**src/rtl/serial_adder_pkg.sv**
```systemverilog
`default_nettype none
// ============================================================================
//  Module      : serial_adder_pkg
//  Description : Shared state encoding for the bit-serial adder.
//  Revision    : 1.0 - initial release
// ============================================================================
package serial_adder_pkg;

   // Width of the controller state register
   localparam int SA_STATE_W = 2;

   typedef enum logic [SA_STATE_W-1:0] {
      IDLE = 2'd0,
      RUN  = 2'd1,
      DONE = 2'd2
   } sa_state_t;

endpackage : serial_adder_pkg
`default_nettype wire

```
**src/rtl/serial_adder_full_adder.sv**
```systemverilog
`default_nettype none
// ============================================================================
//  Module      : full_adder
//  Description : Single-bit full adder cell driven one bit per clock by
//                serial_adder.
//  Revision    : 1.0 - initial release
// ============================================================================
module full_adder (
   input  logic A,
   input  logic B,
   input  logic C,
   output logic sum,
   output logic carry
);

   assign sum   = A ^ B ^ C;
   assign carry = (A & B) | (C & (A ^ B));

endmodule : full_adder
`default_nettype wire

```
**src/rtl/serial_adder.sv**
```systemverilog
`default_nettype none
// ============================================================================
//  Module      : serial_adder
//  Description : Bit-serial WIDTH-bit adder. Latches operands on start and
//                feeds them LSB-first through one full_adder cell, one bit
//                per clock, with a registered carry between bits.
//                Optional subtract mode: define SERIAL_ADDER_SUB_EN to add
//                the sub port (a - b, cout = no-borrow).
//  Revision    : 1.0 - initial release
// ============================================================================
module serial_adder
   import serial_adder_pkg::*;
#(
   parameter int WIDTH = 8
) (
   input  logic             clk,
   input  logic             rst_n,
   input  logic             start,
   input  logic [WIDTH-1:0] a,
   input  logic [WIDTH-1:0] b,
   input  logic             cin,
`ifdef SERIAL_ADDER_SUB_EN
   input  logic             sub,
`endif
   output logic             busy,
   output logic             done,
   output logic [WIDTH-1:0] sum,
   output logic             cout
);

   localparam int                 CNT_W    = $clog2(WIDTH + 1);
   localparam logic [CNT_W-1:0]   LAST_BIT = CNT_W'(WIDTH - 1);

   sa_state_t        state_q, state_d;
   logic [WIDTH-1:0] a_sh_q,  a_sh_d;
   logic [WIDTH-1:0] b_sh_q,  b_sh_d;
   logic [WIDTH-1:0] res_q,   res_d;
   logic             carry_q, carry_d;
   logic [CNT_W-1:0] cnt_q,   cnt_d;
   logic [WIDTH-1:0] sum_q,   sum_d;
   logic             cout_q,  cout_d;
   logic             busy_q,  busy_d;
   logic             done_q,  done_d;

   logic             fa_sum;
   logic             fa_carry;
   logic [WIDTH-1:0] res_next;

   // Operand B and carry-in as they are loaded; subtract mode uses ~b + 1
   logic [WIDTH-1:0] b_load;
   logic             carry_load;

`ifdef SERIAL_ADDER_SUB_EN
   assign b_load     = sub ? ~b   : b;
   assign carry_load = sub ? 1'b1 : cin;
`else
   assign b_load     = b;
   assign carry_load = cin;
`endif

   full_adder u_full_adder (
      .A     (a_sh_q[0]),
      .B     (b_sh_q[0]),
      .C     (carry_q),
      .sum   (fa_sum),
      .carry (fa_carry)
   );

   // New sum bit enters at the MSB so the LSB-first stream lands in order
   if (WIDTH == 1) begin : g_res_w1
      assign res_next = fa_sum;
   end else begin : g_res_wn
      assign res_next = {fa_sum, res_q[WIDTH-1:1]};
   end

   // Next-state and datapath update for the serial controller
   always_comb begin
      state_d = state_q;
      a_sh_d  = a_sh_q;
      b_sh_d  = b_sh_q;
      res_d   = res_q;
      carry_d = carry_q;
      cnt_d   = cnt_q;
      sum_d   = sum_q;
      cout_d  = cout_q;

      case (state_q)
         IDLE: begin
            if (start) begin
               a_sh_d  = a;
               b_sh_d  = b_load;
               carry_d = carry_load;
               cnt_d   = '0;
               res_d   = '0;
               state_d = RUN;
            end
         end
         RUN: begin
            a_sh_d  = a_sh_q >> 1;
            b_sh_d  = b_sh_q >> 1;
            res_d   = res_next;
            carry_d = fa_carry;
            cnt_d   = cnt_q + CNT_W'(1);
            if (cnt_q == LAST_BIT) begin
               // Publish only complete results
               sum_d   = res_next;
               cout_d  = fa_carry;
               state_d = DONE;
            end
         end
         DONE: begin
            state_d = IDLE;
         end
         default: begin
            state_d = IDLE;
         end
      endcase

      busy_d = (state_d != IDLE);
      done_d = (state_d == DONE);
   end

   // State and datapath registers with asynchronous clear
   always_ff @(posedge clk or negedge rst_n) begin
      if (!rst_n) begin
         state_q <= IDLE;
         a_sh_q  <= '0;
         b_sh_q  <= '0;
         res_q   <= '0;
         carry_q <= 1'b0;
         cnt_q   <= '0;
         sum_q   <= '0;
         cout_q  <= 1'b0;
         busy_q  <= 1'b0;
         done_q  <= 1'b0;
      end else begin
         state_q <= state_d;
         a_sh_q  <= a_sh_d;
         b_sh_q  <= b_sh_d;
         res_q   <= res_d;
         carry_q <= carry_d;
         cnt_q   <= cnt_d;
         sum_q   <= sum_d;
         cout_q  <= cout_d;
         busy_q  <= busy_d;
         done_q  <= done_d;
      end
   end

   assign busy = busy_q;
   assign done = done_q;
   assign sum  = sum_q;
   assign cout = cout_q;

endmodule : serial_adder
`default_nettype wire

```
**config.mk**
```make
export PLATFORM = sky130hd
export DESIGN_NAME = serial_adder
export DESIGN_NICKNAME = d
export VERILOG_FILES = /design/src/rtl/serial_adder_pkg.sv /design/src/rtl/serial_adder_full_adder.sv /design/src/rtl/serial_adder.sv
export SDC_FILE = /design/constraint.sdc
export NUM_CORES = 1
export LEC_CHECK = 0
export CAP_MARGIN = 40
export CELL_PAD_IN_SITES_DETAIL_PLACEMENT = 0
export CELL_PAD_IN_SITES_GLOBAL_PLACEMENT = 1
export CORE_UTILIZATION = 40
export CTS_CLUSTER_DIAMETER = 200
export CTS_CLUSTER_SIZE = 10
export DETAILED_ROUTE_END_ITERATION = 7
export PLACE_DENSITY_LB_ADDON = 0.3
export SLEW_MARGIN = 20
export SYNTH_ARGS = -nofsm -noshare
export SYNTH_HDL_FRONTEND = slang
export SYNTH_HIERARCHICAL = 1
export SYNTH_SLANG_ARGS = --single-unit
```
**constraint.sdc**
```tcl
create_clock -name clk -period 1.9 [get_ports clk]
set_clock_uncertainty 0.1 [all_clocks]
set_input_delay 0.38 -clock clk [delete_from_list [all_inputs] [get_ports clk]]
set_output_delay 0.38 -clock clk [all_outputs]
set_load 0.02 [all_outputs]
```
==> Implementation_results.wiki <==
{| class="wikitable"
! Metric !! Value
|-
| Max-cap violations || 0
|-
| Worst path bufs/invs || 1
|-
| Overall routed net length || 3850 um
|-
| Share of synthesized area occupied by flip-flops and latches || 56.8%
|-
| Worst min-delay path category || in -> async
|-
| R2r startpoint || cnt_q[0]
|-
| CP startpoint kind || flop
|-
| DR WL/cell || 15.7 um
|-
| Yosys warns || 6
|-
| Data required time of the critical path || 1.42 ns
|-
| Critical-path cell with the highest stage delay || clkdlybuf4s50_1
|-
| Result of the run || complete, no violations
|-
| Leading post-synthesis cells by cell area || dfrtp_1 57%, nor2b_1 6.6%, a22oi_1 6.2%
|-
| Count of clock tree sinks || 41
|-
| Number of vias per cell || 5.68
|-
| Syn_nets || 180
|-
| Capturing element type of the critical path || output port
|-
| Initial cell density of the core || 41.5%
|-
| Maximum count of clock buffers along a single path || 2
|-
| Leakage power figure || 0.976 nW
|-
| Family with the most delay on the worst path || buffers and inverters
|-
| Count of input and output buffers || 30
|-
| Total Die Area || 0.00479 sq mm
|-
| Highest fanout seen on the critical path || 2
|-
| Power per cell area || 1390 mW/mm^2
|-
| Post-Syn Area || 0.00181 sq mm
|-
| DRC marker count from the first detailed-route iteration || 139
|-
| Highest achievable clock rate || 578 MHz
|-
| Final setup violation count || 0
|-
| CTS root buffer || clkbuf_8
|-
| Endpoint of the most critical register-to-register path || sum[6]
|-
| Share of the cycle needed by the critical path after routing || 91.1%
|-
| Portion of synthesized cell area occupied by the leading cell type || 56.8%
|-
| Congestion Overflow GR || 0
|-
| Top-Level Pins || 31
|-
| Critical Path AT || 1.25 ns
|-
| Buffers inserted by post-CTS timing repair || 0
|-
| DRC violation count after routing || 0
|-
| Later-pin clock latency in the skew report || 0.29 ns
|-
| Worst slew margin relative to its limit || 65.4%
|-
| Setup slack on the worst flop-to-flop path || 0.25 ns
|-
| Estimated wirelength of the detail-placed design || 2530 um
|-
| Final core utilization || 52.3%
|-
| DIE WIDTH || 69.2 um
|-
| Pin slew with the least headroom to its limit || 0.519 ns
|-
| Global router's overall resource usage || 17.3%
|-
| Post-CTS clock slew at the launch and capture registers of the worst setup and hold paths || 0.07 ns
|-
| Final Net Count || 216
|-
| Post-layout minimum cycle time || 1.73 ns
|-
| Avg Synthesized Cell Area || 11.4 sq um
|-
| Antenna violations before repair || 0
|-
| Path type of the worst setup path || reg -> out
|-
| Die boundary height || 69.2 um
|-
| Number of optimization iterations in the first detailed-route pass || 4
|-
| Number of hold violations in the final report || 0
|-
| Area leader, netlist || dfrtp_1
|-
| Post-synthesis register bit count || 41
|-
| Pin count of the biggest net entering global routing || 42
|-
| Series of cell instances along the critical path || clkdlybuf4s50_1
|-
| H-tree Lvls || 2
|-
| Hold buffers post-CTS || 0
|-
| Share of post-route cells with drive strength above 1 || 14.4%
|-
| Via total after detailed routing || 1398
|-
| Slowest stage delay, CP || 0.61 ns
|-
| # diodes || 0
|-
| Library cells used by synthesis || 24
|-
| CTS tree || yes
|-
| Cell depth of the worst flop-to-flop path || 5
|-
| Total clock buffers created by CTS || 5
|-
| Vias in the first global route || 1411
|-
| RSZ-0062 raised after global routing || no
|-
| Worst VDD drop || 725 uV
|-
| Placeable core area || 0.00435 sq mm
|-
| Count of cells resized by post-cts repair || 0
|-
| Cell Rows || 24
|-
| Wire length of the first global-routing pass || 6610 um
|-
| Post-Syn Instances || 158
|-
| Post-route ant nets || 0
|-
| Global placer's final weighted congestion || 0.800
|-
| Layout overhead on the synthesized area || 26.0%
|-
| Post-Route Setup TNS || 0 ns
|-
| Pins Over Slew Limit || 0
|}
==> cells in the final DEF (no fill, tap or decap), drive strengths merged <==
cell	n
a21oi	18
a22o	9
a22oi	15
a31oi	1
a41oi	1
buf	11
clkbuf	7
clkdlybuf4s50	29
dfrtp	41
fa	1
ha	1
inv	1
mux2	9
mux2i	1
nand2	5
nand2b	2
nand3	1
nor2	1
nor2b	19
nor3	2
o21ai	18
o21bai	1
==> power by group <==
group | leakage, nW | internal (W) | switching, W
clock | 0.0443 | 0.000288 | 0.000279
combinational | 0.399 | 0.000617 | 0.000573
sequential | 0.533 | 0.00118 | 0.000240
==> worst max path at each step <==
| stage | from | end | slack, ns | depth (start not counted) |
|---|---|---|---|---|
| after floorplan | cnt_q[0] | cout | 0.33 | 4 |
| after global placement | start | b_sh_q[1] | 0.25 | 5 |
| after detailed placement | start | a_sh_q[6] | 0.15 | 5 |
| after CTS | cout | cout | 0.15 | 1 |
| after global routing | cout | cout | 0.11 | 1 |
| final | cout | cout | 0.17 | 1 |
==> metal layers <==
metal  GRT usage, %  share of wire, %  vias to the layer above
met5              0                 0                        -
met4           7.94               1.3                        0
met3           4.65               5.9                        6
met2           25.7                47                       46
met1           23.6                46                      707
li1               -                 -                      639
==> cell families (layout without fill, tap and decap cells) <==
logic type | Yosys count | count (layout) | share of synthesized area [%]
flops | 41 | 41 | 56.8
compound gates | 63 | 63 | 21.8
mux | 10 | 10 | 6.16
buf+inv | 12 | 48 | 3.05
simple gates | 30 | 30 | 10.4
fa+ha+maj | 2 | 2 | 1.80
==> flip-flops by register name, indices dropped and copies added, names as in the netlist <==
signal and flops:
b_sh_q 8, res_q 7, state_q 2, sum 8
a_sh_q 8, carry_q 1, busy 1, done 1
cout 1, cnt_q 4
==> cell usage after synthesis <==
library cell and n:
clkbuf_1 5, buf_2 5, nand2_1 5, a22oi_1 15, mux2i_1 1, ha_1 1, nand2b_4 1, nor3_4 1
fa_1 1, buf_4 1, a31oi_1 1, a21oi_1 18, inv_1 1, a41oi_1 1, mux2_2 9, nand2b_1 1
nor2b_1 19, nor3_1 1, nor2_1 1, o21bai_1 1, nand3_1 1, a22o_1 9, dfrtp_1 41, o21ai_0 18
==> cell type report <==
cell class / instances / area, sq um
clock buffer: 7 / 86.3
multi-input combinational: 105 / 726
fill: 382 / 2080
tap: 52 / 65.1
timing repair buffer: 40 / 370
inverter: 1 / 3.75
sequential: 41 / 1030
==> per-stage QoR <==
step	cells	hold WS (ns)	setup WS (ns)	instance area (sq um)	total power, W
4_1_cts	246	0.0687	0.145	2280	0.00321
6_report	246	0.0474	0.169	2280	0.00318
3_3_place_gp	239	0.370	0.254	2190	0.00257
3_5_place_dp	239	0.382	0.150	2190	0.00263
2_1_floorplan	158	-0.0156	0.334	1810	0.00215
5_1_grt	246	0.0999	0.111	2280	0.00338
Power figures use the tool's default switching activity.
